`src/rtl/mux_sel_buffered.sv`:
```
// N-way selector feeding a 2-entry valid/ready skid buffer.
// Out-of-range selectors forward input 0 and are flagged per entry and in a sticky bit.
module mux_sel_buffered #(
  parameter int unsigned N_INPUTS = 7,
  parameter int unsigned DATA_W   = 32,
  parameter int unsigned SEL_W    = 3
) (
  input  logic                         clk,
  input  logic                         reset,
  input  logic                         in_valid,
  output logic                         in_ready,
  input  logic [SEL_W-1:0]             selector,
  input  logic [N_INPUTS*DATA_W-1:0]   data_in,
  output logic                         out_valid,
  input  logic                         out_ready,
  output logic [DATA_W-1:0]            data_out,
  output logic [SEL_W-1:0]             out_sel,
  output logic                         out_err,
  output logic                         err_sticky,
  input  logic                         err_clr
);

  localparam int unsigned CMP_W = 32;

  typedef enum logic [1:0] {
    ST_EMPTY = 2'd0,
    ST_ONE   = 2'd1,
    ST_FULL  = 2'd2
  } state_e;

  state_e state_q, state_d;

  logic [DATA_W-1:0] head_data_q, head_data_d;
  logic [SEL_W-1:0]  head_sel_q,  head_sel_d;
  logic              head_err_q,  head_err_d;
  logic [DATA_W-1:0] skid_data_q, skid_data_d;
  logic [SEL_W-1:0]  skid_sel_q,  skid_sel_d;
  logic              skid_err_q,  skid_err_d;
  logic              err_sticky_q, err_sticky_d;

  logic              accept;
  logic              pop;
  logic [DATA_W-1:0] new_data;
  logic              new_err;

  // Input selection; anything not matching an in-range index falls back to input 0.
  always_comb begin
    new_data = data_in[DATA_W-1:0];
    for (int unsigned k = 1; k < N_INPUTS; k++) begin
      if (selector == SEL_W'(k)) begin
        new_data = data_in[k*DATA_W +: DATA_W];
      end
    end
  end

  assign new_err   = (CMP_W'(selector) >= N_INPUTS);

  // Ready depends only on registered occupancy, held low while in reset.
  assign in_ready  = reset & (state_q != ST_FULL);
  assign out_valid = (state_q != ST_EMPTY);
  assign accept    = in_valid & in_ready;
  assign pop       = out_valid & out_ready;

  assign data_out   = head_data_q;
  assign out_sel    = head_sel_q;
  assign out_err    = head_err_q;
  assign err_sticky = err_sticky_q;

  always_ff @(posedge clk or negedge reset) begin
    if (!reset) begin
      state_q      <= ST_EMPTY;
      head_data_q  <= '0;
      head_sel_q   <= '0;
      head_err_q   <= 1'b0;
      skid_data_q  <= '0;
      skid_sel_q   <= '0;
      skid_err_q   <= 1'b0;
      err_sticky_q <= 1'b0;
    end else begin
      state_q      <= state_d;
      head_data_q  <= head_data_d;
      head_sel_q   <= head_sel_d;
      head_err_q   <= head_err_d;
      skid_data_q  <= skid_data_d;
      skid_sel_q   <= skid_sel_d;
      skid_err_q   <= skid_err_d;
      err_sticky_q <= err_sticky_d;
    end
  end

  // Occupancy FSM and buffer movement; head keeps its last value when drained.
  always_comb begin
    state_d     = state_q;
    head_data_d = head_data_q;
    head_sel_d  = head_sel_q;
    head_err_d  = head_err_q;
    skid_data_d = skid_data_q;
    skid_sel_d  = skid_sel_q;
    skid_err_d  = skid_err_q;

    case (state_q)
      ST_EMPTY: begin
        if (accept) begin
          head_data_d = new_data;
          head_sel_d  = selector;
          head_err_d  = new_err;
          state_d     = ST_ONE;
        end
      end
      ST_ONE: begin
        if (accept && pop) begin
          head_data_d = new_data;
          head_sel_d  = selector;
          head_err_d  = new_err;
        end else if (accept) begin
          skid_data_d = new_data;
          skid_sel_d  = selector;
          skid_err_d  = new_err;
          state_d     = ST_FULL;
        end else if (pop) begin
          state_d     = ST_EMPTY;
        end
      end
      ST_FULL: begin
        if (pop) begin
          head_data_d = skid_data_q;
          head_sel_d  = skid_sel_q;
          head_err_d  = skid_err_q;
          state_d     = ST_ONE;
        end
      end
      default: state_d = ST_EMPTY;
    endcase
  end

  // A new out-of-range accept beats a simultaneous clear.
  always_comb begin
    err_sticky_d = err_sticky_q;
    if (accept && new_err) begin
      err_sticky_d = 1'b1;
    end else if (err_clr) begin
      err_sticky_d = 1'b0;
    end
  end

endmodule
```
`config.mk`:
```
export PLATFORM = sky130hd
export DESIGN_NAME = mux_sel_buffered
export DESIGN_NICKNAME = d
export VERILOG_FILES = /design/src/rtl/mux_sel_buffered.sv
export SDC_FILE = /design/constraint.sdc
export NUM_CORES = 1
export LEC_CHECK = 0
export CAP_MARGIN = 25
export CORE_ASPECT_RATIO = 1.75
export CORE_MARGIN = 2
export CORE_UTILIZATION = 43
export CTS_CLUSTER_SIZE = 28
export DETAILED_ROUTE_END_ITERATION = 8
export PLACE_DENSITY = 0.83
export SYNTH_ARGS = -nofsm -noshare
export SYNTH_HDL_FRONTEND = slang
export SYNTH_SLANG_ARGS = --single-unit
```
`constraint.sdc`:
```
create_clock -name clk -period 2.7 [get_ports clk]
set_input_delay 0.54 -clock clk [delete_from_list [all_inputs] [get_ports clk]]
set_output_delay 0.54 -clock clk [all_outputs]
set_load 0.1 [all_outputs]
```
## After elaboration in Yosys (flattened, before gate mapping)

Cells that the tools add are included.

| storage, ports and cells | value |
|---|---|
| flip-flop bits (word level) | 75 |
| bits of input ports | 232 |

| operators by class | value |
|---|---|
| $lt $le $gt $ge | 1 |
| eq/ne operators | 14 |
| muxes and demuxes | 26 |
| bitwise gates (word level) | 4 |
| reduce and logical (&&, ||, !) cells | 9 |

Operators by type and width:

| cell | number |
|---|---|
| $mux W32 | 9 |
| $pmux W32 S3 | 1 |
| $mux W2 | 5 |
| $ne A2 B2 Y1 const B | 5 |
| $eq A3 B3 Y1 const B | 3 |
| $mux W3 | 3 |
| $pmux W3 S3 | 1 |
| $reduce_and A4 Y1 | 2 |
| $eq A3 B2 Y1 const B | 2 |
| $pmux W2 S3 | 1 |
| $mux W1 | 5 |
| $reduce_bool A2 Y1 | 2 |
| $and A1 B1 Y1 | 3 |
| $eq A3 B1 Y1 const B | 1 |
| $ge A3 B3 Y1 const B | 1 |
| $ne A3 B3 Y1 const B | 1 |
| $pmux W1 S3 | 1 |
| $reduce_and A3 Y1 | 1 |
| $reduce_bool A3 Y1 | 1 |
| $eq A2 B1 Y1 const B | 1 |
| $eq A2 B2 Y1 const B | 1 |
| $logic_and A1 B1 Y1 | 2 |
| $logic_not A2 Y1 | 1 |
| $not A1 Y1 | 1 |

## Longest topological paths before layout

| logic depth | value |
|---|---|
| depth in word-level cells | 9 |
| gate-level depth with buffers | 7 |
| mapped depth without buffers | 4 |

## Least setup slack after synthesis

No wires, ideal clock.

| timing | value |
|---|---|
| path kind | flip-flop to output port |
| from | register state_q[1] |
| to | output in_ready |
| arrival time | 1.333 ns |
| required time | 2.160 ns |
| path slack | 0.827 ns |
| cell stages (with the launch flop) | 4 |
| buffers on the path | 1 |
| cells stage by stage | dfrtp_1 > buf_2 > nand2b_1 > and2_1 |

| between the ends | value |
|---|---|
| longest elaborated chain between the ends | 2 |

RTL lines:

| element | RTL line | RTL |
|---|---|---|
| from (decl) | 31 | `state_e state_q, state_d;` |
| from (signal assigned) | 80 | `state_q <= state_d;` |
| $ne A2 B2 Y1 | 59 | `assign in_ready = reset & (state_q != ST_FULL);` |
| $and A1 B1 Y1 | 59 |  |
| to (decl) | 11 | `output logic in_ready,` |

Every way passes these cells.

## Final worst setup path

| timing | value |
|---|---|
| from | input selector[1] |
| to | register head_data_q[24], in the netlist data_out[24] |

| between the ends | value |
|---|---|
| longest elaborated chain between the ends | 9 |
| elaborated cells on any way between the ends | 15 |
| classes of those cells | eq/ne (6); mux (9) |

RTL lines:

| element | RTL line | RTL |
|---|---|---|
| from (decl) | 12 | `input logic [SEL_W-1:0] selector,` |
| $eq A3 B1 Y1 | 50 | `if (selector == SEL_W'(k)) begin` |
| $mux W32 (5 in a row) | 50 |  |
| $mux W32 * | 50 |  |
| $mux W32 (on tied branches) | 111, 103 |  |
| $pmux W32 S3 * | 101 | `case (state_q)` |
| to (signal assigned) | 81 | `head_data_q <= head_data_d;` |
| to (decl) | 33 | `logic [DATA_W-1:0] head_data_q, head_data_d;` |

Mark *: on every way between the ends. The rest lies on a longest branch, timed or not. The select of a mux whose other input is x is not followed.
A chain may end at the register's enable or synchronous reset.

==> reports/summary.md <==
The tightest min-delay check is of the input port to asynchronous set/reset pin type. The total power consumption of the routed design is 5.89 mW, and the shortest clock period the worst path allows after layout is 2.04 ns. The tools report the number of nets with antenna violations after detailed routing as 0. The tools report the startpoint type of the worst setup path as an input port.

For the portion of the post-synthesis area used by sequential elements, the log shows 33.5%. The net count of the finished layout is 1070. The initial cell density of the core came out at 43.7%. The relative area change from synthesis to final layout works out to 54.4%.

Static timing analysis puts the maximum clock frequency at 491 MHz. The cell count after synthesis came out at 608. The met2 routing resource usage after global routing was 60.4%. The cell type group with the largest total delay on the critical path was buffers and inverters.

The end-of-flow core utilization is 67.5%, and the clock insertion delay at the later pin of the skew report is 0.33 ns. Max-cap violations in this run came to 0. The width of the chip works out to 90.2 microns. For the worst setup path, the data required time is 2.96 ns. Entering global routing, the biggest net connects 85 pins.

The signal on the critical path passes through buf_4 > nor2b_2 > buf_4 > a221o_1 > a22oi_2 > a21oi_1. For the number of sinks handled by clock tree synthesis, the log shows 75. After global routing, the most crowded layer is met2.

VDD sags by at most 0.000343 V. Data on the critical path arrives at its endpoint at 2.30 ns. During placement, the flow inserted port buffers numbering 270. The worst path uses 75.4% of the clock period. During I/O placement, the number of pins put on the boundary was 271. Timing analysis after detailed placement gives a worst setup slack of 0.345 ns. The number of nets handed over by synthesis was 840.

For this run, design rule violations remaining after detail routing come to 0. In the post-route analysis, the smallest setup slack over all paths is 0.664 ns. The global-route usage over all layers came out at 31.8%.

Share of the synthesized area in compound gates (AO/OA/AOI/OAI): 30.8%. Setup violations remaining at the end of the flow were counted as 0. Clock-pin slew was measured on the worst setup and hold paths at 0.06 ns. The die covers 0.0140 sq mm. CTS built an H-tree with a depth of 3. Among all stages on the critical path, the largest delay is contributed by nor2b_2. Largest family of logic cells by synthesized area: compound AO/OA/AOI/OAI gates. Counting stages on the worst path, the most repeated cell is buf_4. The tools report the via total after detailed routing as 6030. Xor/xnor share of the synthesized area: 0%. Routability-driven placement finished with a final weighted congestion of 0.878. The post-synthesis adder-cell area fraction was 0%. For the pin with the worst max-slew slack, the measured transition is 0.693 ns. In the final layout, the share of cells above drive strength 1 is 16.4%.

The first-pass GRT wire length came out at 34.3 mm. The run finished with clean final reports. The tools report the category of the worst setup path capture point as a flop.

Before antenna repair, the detailed router went through 6 iterations. In this run the static leakage power is 3.44 nW. Averaged over all synthesized cells, the footprint is 9.20 sq um. The relative slew slack was 53.8%; the via density per instance was 5.94. Aggregate routed wire length: 22.6 mm. After clock tree synthesis, the flow added hold-fix buffers numbering 0. The logs give 0 for the post-cts gate resize count and 0 for the overall overflow remaining after global route. The maximum clock insertion buffer count is 2, and the number of DRC markers in iteration 0 is 428.

The logs give 9 for the TritonCTS buffer count and 34 for the number of unique standard cell types used by synthesis. Once the clock tree was built, the setup fixing pass inserted 0 buffers. The power density normalized to cell area came out at 682 mW/mm^2. The mapped netlist covers 0.00559 sq mm. TritonCTS built the clock tree.

The max-slew violation count was 0; the per-cell routed wire length was 22.2 microns. The wire-length estimate of the detail-placed layout is 17.1 mm. After filler insertion, the fill cell instance count of the layout stands at 1058. The run gives 0.00541 ns as the final clock skew. For the aggregate negative setup slack, the log shows 0 ns.

By startpoint and endpoint, the worst setup path is classified as input port to flop. Global routing consumed, on the met1 layer, 31.9% of the routing resources. Of the total synthesized cell area, the portion taken by AND, OR, NAND and NOR gates is 15.8%. The chip height was 155 microns; the number of antenna violations at the first check in global routing was 2. The delay contributed by the slowest stage of the critical path was 0.57 ns; the final number of hold-violating endpoints was 0. The multiplexer area fraction after synthesis works out to 14.3%. The number of buffer and inverter instances along the worst setup path came out at 2. During synthesis, Yosys emitted a total of 0 warnings. The post-synthesis register bit count came out at 75.

The tree is rooted in a clkbuf_16. Setup repair after global routing left no endpoint under its margin. Of all nets on the critical path, the largest fanout is 21. The number of global-route vias before repair is 6198.

After floorplanning, the core was sized to cover 0.0128 sq mm. The floorplan has 55 rows. The tools report the global routing met3 resource utilization as 6.59%.
## cells in the final DEF (no fill, tap or decap), types with 5 or more instances in the layout
cell	Yosys	layout
a211oi_1	33	33
mux2_4	29	29
a221o_1	31	31
o211ai_1	31	31
buf_12	0	7
nand3b_1	32	32
a21oi_1	64	64
mux2i_1	34	34
o21ai_0	33	33
nand2_1	14	14
clkdlybuf4s50_1	0	227
nor3_1	5	5
a22oi_2	29	29
buf_4	4	50
nor2_1	69	69
and2_1	33	33
dfrtp_1	75	75
clkbuf_16	0	9
## power by group
group	switching, mW	leakage, nW	internal (mW)	total [mW]
logic	1.91	2.42	0.944	2.85
registers	0.230	0.847	1.51	1.74
clock network	0.452	0.165	0.854	1.31
## cell usage after synthesis
library cell,number,area share [%]
a31oi_1,3,0.34
or3_1,3,0.34
o22ai_1,4,0.45
a22oi_2,29,6.5
nand2b_1,2,0.22
buf_4,4,0.54
clkbuf_1,43,2.9
mux2_2,2,0.40
nor2_1,69,4.6
a221o_1,31,5.5
or2_2,1,0.11
and3b_1,1,0.16
buf_1,2,0.13
a211o_1,1,0.16
nor2b_1,5,0.56
nand3b_1,32,4.3
dfrtp_1,75,34
a211oi_1,33,4.4
o21ai_0,33,3.0
nor3_2,2,0.36
a22oi_1,2,0.27
buf_2,13,1.2
mux2i_1,34,6.1
a21oi_1,64,5.7
nor3_1,5,0.45
o32ai_1,1,0.16
buf_6,4,0.81
o21ai_1,1,0.089
nand2_1,14,0.94
nand3_1,1,0.089
o211ai_1,31,4.2
and2_1,33,3.7
mux2_4,29,7.8
inv_1,1,0.067
## flip-flops by register name, indices dropped and copies added, names as in the netlist
name,cells
skid_data_q,32
skid_err_q,1
state_q,2
data_out,32
skid_sel_q,3
err_sticky,1
out_sel,3
out_err,1
## area by class of cell
class                           count  area (sq um)  share of cell area (%)
Sequential cell                    75          1880                    21.7
Multi-Input combinational cell    466          3420                    39.6
Antenna cell                        2          5.00                  0.0579
Clock inverter                      5          75.1                   0.869
Inverter                            1          3.75                  0.0434
Tap cell                          171           214                    2.48
Clock buffer                       11           253                    2.93
Timing Repair Buffer              285          2790                    32.3
## through the flow
| step | hold WS, ns | instances | area (sq um) |
|---|---|---|---|
| floorplan | 0.244 | 608 | 5590 |
| global placement | 0.441 | 998 | 8310 |
| detailed placement | 0.447 | 998 | 8310 |
| CTS | 0.0867 | 1014 | 8630 |
| global route | 0.0997 | 1016 | 8640 |
| finish | 0.0873 | 1016 | 8640 |
## logic make-up (layout without fill, tap and decap cells)
logic type,Yosys count,count (layout)
compound gates,233,233
flops,75,75
mux,65,65
buf+inv,67,302
other cells,0,2
simple gates,168,168
## path summary, 6_finish.rpt
kind	start	slack, ns	end	depth (start not counted)
max in group asynchronous	reset	1.61	data_out[26]	2
worst min-delay path	reset	0.09	state_q[1]	1
worst min register to register	skid_sel_q[0]	0.48	skid_sel_q[0]	2
worst max-delay path	selector[1]	0.66	data_out[24]	6
worst max register to register	state_q[1]	1.00	data_out[14]	5
min in group clk	skid_sel_q[0]	0.48	skid_sel_q[0]	2
## metal layers
layer	vias to the layer above	part of all wire (%)
li1	2748	-
met1	2884	33
met2	338	55
met3	60	6.7
met4	0	5.0
met5	-	0
Power figures use the tool's default switching activity.
